==> src/rtl/transmissor_resultado_serial.sv <==
// 8N1 serial transmitter for the end-of-game result frame "S<score> T<hhhh>\r\n".
// Outputs are registered from the next-state logic so they line up with the state register.
module transmissor_resultado_serial #(
  parameter int TICKS_POR_BIT = 434,
  parameter int LARGURA_TICKS = 9
) (
  input  logic        clock,
  input  logic        reset,
  input  logic        partida,
  input  logic [2:0]  score,
  input  logic [15:0] tempo,
  output logic        saida_serial,
  output logic        ocupado,
  output logic        pronto
);

  // state  | meaning
  // OCIOSO | line idle high, waiting for partida
  // START  | start bit (0) of the current byte
  // DADOS  | eight data bits, LSB first
  // STOP   | stop bit (1); then next byte or back to idle
  typedef enum logic [1:0] {OCIOSO, START, DADOS, STOP} estado_t;

  localparam logic [LARGURA_TICKS-1:0] TIMER_RECARGA = LARGURA_TICKS'(TICKS_POR_BIT - 1);
  localparam logic [3:0]               ULTIMO_BYTE   = 4'd9;

  estado_t                 estado_q, estado_d;
  logic [LARGURA_TICKS-1:0] timer_q, timer_d;
  logic [2:0]              bit_q, bit_d;
  logic [3:0]              byte_q, byte_d;
  logic [2:0]              score_q, score_d;
  logic [15:0]             tempo_q, tempo_d;
  logic                    saida_q, saida_d;
  logic                    ocupado_q, ocupado_d;
  logic                    pronto_q, pronto_d;
  logic [7:0]              byte_atual;
  logic                    timer_fim;

  function automatic logic [7:0] hex_ascii(input logic [3:0] n);
    if (n < 4'd10) return 8'h30 + {4'd0, n};
    else           return 8'h37 + {4'd0, n};
  endfunction

  always_comb begin
    byte_atual = 8'h0A;
    case (byte_q)
      4'd0: byte_atual = 8'h53;
      4'd1: byte_atual = 8'h30 + {5'd0, score_q};
      4'd2: byte_atual = 8'h20;
      4'd3: byte_atual = 8'h54;
      4'd4: byte_atual = hex_ascii(tempo_q[15:12]);
      4'd5: byte_atual = hex_ascii(tempo_q[11:8]);
      4'd6: byte_atual = hex_ascii(tempo_q[7:4]);
      4'd7: byte_atual = hex_ascii(tempo_q[3:0]);
      4'd8: byte_atual = 8'h0D;
      default: byte_atual = 8'h0A;
    endcase
  end

  assign timer_fim = (timer_q == '0);

  always_comb begin
    estado_d = estado_q;
    timer_d  = timer_q;
    bit_d    = bit_q;
    byte_d   = byte_q;
    score_d  = score_q;
    tempo_d  = tempo_q;
    saida_d  = saida_q;
    pronto_d = 1'b0;
    case (estado_q)
      OCIOSO: begin
        saida_d = 1'b1;
        if (partida) begin
          estado_d = START;
          timer_d  = TIMER_RECARGA;
          bit_d    = 3'd0;
          byte_d   = 4'd0;
          score_d  = score;
          tempo_d  = tempo;
          saida_d  = 1'b0;
        end
      end
      START: begin
        if (timer_fim) begin
          estado_d = DADOS;
          timer_d  = TIMER_RECARGA;
          bit_d    = 3'd0;
          saida_d  = byte_atual[0];
        end else begin
          timer_d = timer_q - LARGURA_TICKS'(1);
        end
      end
      DADOS: begin
        if (timer_fim) begin
          timer_d = TIMER_RECARGA;
          if (bit_q == 3'd7) begin
            estado_d = STOP;
            saida_d  = 1'b1;
          end else begin
            bit_d   = bit_q + 3'd1;
            saida_d = byte_atual[bit_q + 3'd1];
          end
        end else begin
          timer_d = timer_q - LARGURA_TICKS'(1);
        end
      end
      STOP: begin
        if (timer_fim) begin
          if (byte_q < ULTIMO_BYTE) begin
            estado_d = START;
            timer_d  = TIMER_RECARGA;
            byte_d   = byte_q + 4'd1;
            saida_d  = 1'b0;
          end else begin
            // pronto lands in the first idle cycle, where partida can restart at once
            estado_d = OCIOSO;
            saida_d  = 1'b1;
            pronto_d = 1'b1;
          end
        end else begin
          timer_d = timer_q - LARGURA_TICKS'(1);
        end
      end
      default: begin
        estado_d = OCIOSO;
        saida_d  = 1'b1;
      end
    endcase
    ocupado_d = (estado_d != OCIOSO);
  end

  always_ff @(posedge clock or negedge reset) begin
    if (!reset) begin
      estado_q  <= OCIOSO;
      timer_q   <= '0;
      bit_q     <= 3'd0;
      byte_q    <= 4'd0;
      score_q   <= 3'd0;
      tempo_q   <= 16'd0;
      saida_q   <= 1'b1;
      ocupado_q <= 1'b0;
      pronto_q  <= 1'b0;
    end else begin
      estado_q  <= estado_d;
      timer_q   <= timer_d;
      bit_q     <= bit_d;
      byte_q    <= byte_d;
      score_q   <= score_d;
      tempo_q   <= tempo_d;
      saida_q   <= saida_d;
      ocupado_q <= ocupado_d;
      pronto_q  <= pronto_d;
    end
  end

  assign saida_serial = saida_q;
  assign ocupado      = ocupado_q;
  assign pronto       = pronto_q;

endmodule

==> config.mk <==
export PLATFORM = sky130hd
export DESIGN_NAME = transmissor_resultado_serial
export DESIGN_NICKNAME = d
export VERILOG_FILES = /design/src/rtl/transmissor_resultado_serial.sv
export SDC_FILE = /design/constraint.sdc
export NUM_CORES = 1
export LEC_CHECK = 0
export CAP_MARGIN = 20
export CORE_MARGIN = 1.5
export CORE_UTILIZATION = 50
export DETAILED_ROUTE_END_ITERATION = 16
export PLACE_DENSITY = 0.78
export SYNTH_ARGS = -nofsm -noshare
export SYNTH_HDL_FRONTEND = slang
export SYNTH_SLANG_ARGS = --single-unit
==> constraint.sdc <==
create_clock -name clock -period 2.7 [get_ports clock]
set_input_delay 0.54 -clock clock [delete_from_list [all_inputs] [get_ports clock]]
set_output_delay 0.54 -clock clock [all_outputs]
set_load 0.05 [all_outputs]
==> Flow_metrics.wiki <==
{| class="wikitable"
! Metric !! Value
|-
| Total gr overflow || 0
|-
| Crit start category || flip-flop
|-
| Final design utilization || approximately 60%
|-
| Max rail drop VDD || roughly 0.37 mV
|-
| Gp weighted congestion || approximately 0.91
|-
| Share of async-settable or async-resettable flops after synthesis || between 90% and 100%
|-
| Clock tree from TritonCTS || yes
|-
| Remaining DRCs || 0
|-
| Count of hold buffers inserted by post-cts repair || 0
|-
| Crit path max-delay cell type || clkdlybuf4s50_1
|-
| Worst slack after detailed placement || about 0.57 ns
|-
| Post-synthesis cell area || between 2000 and 3000 um2
|-
| CTS Root Cell || clkbuf_8
|-
| Clock transition at the registers of the reported paths || ~0.08 ns
|-
| Via density per instance || roughly 5.9
|-
| Total Wirelength || 5700 um
|-
| Total power divided by cell area || 736 nW/um2
|-
| Clock latency of the later-clocked register in the worst-skew pair || 0.30 ns
|-
| Max FO, Critical Path || 2
|-
| Buffer and inverter count on the worst path || 1
|-
| Area added between synthesis and finish || 14.9%
|-
| TNS Setup || 0 ns
|-
| Number of register bits inferred by synthesis || 40
|-
| Std-Cell Core Area || ~4800 um2
|-
| Average cell area after synthesis || 9.09 um2
|-
| GRT Util Overall || roughly 23%
|-
| Horizontal die dimension || roughly 75 um
|-
| Clock skew after layout || slightly above 0.008 ns
|-
| Number of antenna-violating nets in the routed design || 0
|-
| End of the worst register-to-register path || saida_serial
|-
| Fraction of layout cells with a size suffix above 1 || roughly a tenth
|-
| Hpwl dp || about 4200 um
|-
| CTS sink count || 40
|-
| Average wire per standard cell || around 15 um
|-
| Proportion of netlist area held by the largest area contributor || between 30% and 40%
|-
| Critical path start-end classification || flip-flop to output port
|-
| Total number of H-tree levels || 2
|-
| Post-synth top flop || dfrtp_1
|-
| Number of buffers on the longest clock path || 2
|-
| Starting Density || 53.1%
|-
| Cell area after layout || between 2000 and 3000 um2
|-
| Slew HR || 40.3%
|-
| Final Setup Violations || 0
|-
| Via count of the first global-routing pass || 2054
|-
| Post-route setup slack || about 0.52 ns
|-
| Total Nets Final || between 300 and 400
|-
| Number of antenna violations at the first check in global routing || 0
|-
| Die Ht || around 75 um
|-
| Fin crit period || around 2.2 ns
|-
| Post-cts resize count || 0
|-
| Number of input and output port buffers inserted || 24
|-
| Count of pins over their slew limit || 0
|-
| Post-synth EDFFs || 0
|-
| Ports placed on the boundary || 25
|-
| Max capacitance violation total || 0
|-
| Worst-Margin Slew || 0.896 ns
|-
| Synth Net Count || approximately 320
|-
| Diode count || 0
|-
| First-iteration detailed-routing DRC count || between 200 and 250
|-
| Global-route wire length before repair || 9720 um
|-
| Peak Freq || 458 MHz
|-
| Netlist cell types || 57
|-
| Total power || 2.18 mW
|-
| Source of the worst register-to-register timing path || byte_q[0]
|-
| Crit end category || output port
|-
| Post-placement cell area || approximately 2800 um2
|-
| Post-CTS setup buffer count || 0
|-
| Setup repair after global routing missed its margin || no
|-
| Cells after Synth || approximately 280
|-
| Sequential area share after synthesis || between 30% and 40%
|-
| Count of warnings emitted by yosys || 0
|-
| Cell breakdown of the critical path || clkdlybuf4s50_1
|-
| Worst r2r path cells || 8
|-
| Worst reg-to-reg setup slack || around 0.53 ns
|-
| Number of detailed-routing iterations run before antenna repair || 5
|-
| Maximum number of pins on one net before global-route repair || slightly above 40
|-
| Die area || 5580 um2
|-
| Number of buffers added by the clock tree synthesis step || 5
|-
| Class of the most critical hold timing path || input pin to async pin
|-
| Data required, critical path || between 2 and 2.5 ns
|-
| Worst hold margin || around 0.36 ns
|-
| FP Rows || 25
|-
| Kind of cell adding the most delay to the critical path || buffers and inverters
|-
| Final hold violation count || 0
|-
| Filler cell count || around 420
|-
| Signal arrival time at the worst endpoint || ~1.6 ns
|-
| Placed Cells || 362
|-
| Run status || finished clean
|-
| Count of non-filler cells in the finished layout || 370
|-
| Stages on worst setup path || 1
|-
| Total number of vias || between 2000 and 2500
|-
| Most area-hungry cell type in the Yosys netlist || dfrtp_1
|-
| Peak per-stage delay on the critical path || roughly 0.79 ns
|-
| Synth area leaders || dfrtp_1 38%, o21ai_0 6.6%, ha_1 5.8%
|-
| Part of the cycle the worst path needs || 80.9%
|-
| Leakage component of the power || 1.26 nW
|}
==> cell families (layout without fill, tap and decap cells) <==
logic type / count (synthesis) / after routing / synth area share, %
AND/OR/NAND/NOR: 91 / 91 / 20.6
AO/OA/AOI/OAI: 87 / 87 / 21.6
flip-flops: 40 / 40 / 39.0
buffers and inverters: 33 / 53 / 5.01
multiplexers: 13 / 13 / 5.64
adder cells (fa/ha/maj): 12 / 12 / 5.84
XOR/XNOR: 7 / 7 / 2.38
==> worst reg2reg max path, stage by stage (launching register included) <==
cell and delay [ns]:
dfrtp_1 0.43, inv_1 0.11, ha_1 0.33, nor3_1 0.26
nor2_1 0.06, a2111oi_0 0.39, nand3_1 0.13, a311oi_1 0.29
o211ai_1 0.11
==> flip-flops by register name, summed over array words and instances, names as in the netlist <==
register and flops:
saida_serial 1, pronto 1, tempo_q 16, ocupado 1, estado_q 2, bit_q 3
timer_q 9, score_q 3, byte_q 4
==> worst max path at each step <==
stage	start	to	slack (ns)
after floorplan	byte_q[0]	saida_serial	0.72
after global placement	byte_q[0]	saida_serial	0.60
after detailed placement	byte_q[1]	saida_serial	0.57
after CTS	saida_serial	saida_serial	0.52
after global routing	byte_q[0]	saida_serial	0.30
final	saida_serial	saida_serial	0.52
==> cells in the mapped netlist, types with 2 or more instances <==
cell type   n
a21oi_1    15
o31ai_1     2
xor2_1      2
ha_1       12
a211oi_1    4
nor2_1     18
o2111a_1    2
and2_1      2
and4b_1     4
nand2_1    24
xnor2_1     5
nor3b_1     2
o22ai_1     4
a31oi_1     4
or2_2       2
mux2_2     12
and3b_1     6
dfrtp_1    39
nand2b_1    4
a21boi_0    3
o211ai_1    4
inv_1      20
buf_2       4
clkbuf_1    8
nor2b_1     5
nor3_1      5
nand3_1     6
a22oi_1     2
o21ai_0    34
nand4_1     2
==> power by group <==
part / internal, mW / leakage (nW) / switching [mW]
Sequential: 0.772 / 0.482 / 0.213
Clock: 0.274 / 0.0541 / 0.219
Combinational: 0.337 / 0.723 / 0.363
==> cells in the final DEF (no fill, tap or decap), types with 2 or more instances in the layout <==
master           instances
nor3b_1                  2
mux2_2                  12
xor2_1                   2
and3b_1                  6
nand4_1                  2
o211ai_1                 4
a31oi_1                  4
nand2_1                 24
ha_1                    12
nand2b_1                 4
nor3_1                   5
dfrtp_1                 39
inv_1                   20
and2_1                   2
o31ai_1                  2
xnor2_1                  5
nor2b_1                  5
a21boi_0                 3
o2111a_1                 2
a211oi_1                 4
a21oi_1                 15
and4b_1                  4
clkbuf_8                 5
o22ai_1                  4
nor2_1                  18
o21ai_0                 34
nand3_1                  6
or2_2                    2
clkdlybuf4s50_1         23
a22oi_1                  2
==> layout make-up <==
cell class	count	area [um2]	area share [%]
Multi-Input combinational cell	210	1440	48.8
Tap cell	67	83.8	2.84
Inverter	20	75.1	2.54
Sequential cell	40	1000	33.9
Clock inverter	3	42.5	1.44
Timing Repair Buffer	25	243	8.21
Clock buffer	5	68.8	2.33
==> layer usage <==
| metal | wire length, um | track usage (%) | up-vias |
|---|---|---|---|
| li1 | - | - | 1069 |
| met1 | 2690 | 31.7 | 1039 |
| met2 | 2600 | 35.3 | 63 |
| met3 | 311 | 4.69 | 17 |
| met4 | 96 | 7.47 | 0 |
| met5 | 0 | 0 | - |
(Power assumes the default switching activity.)
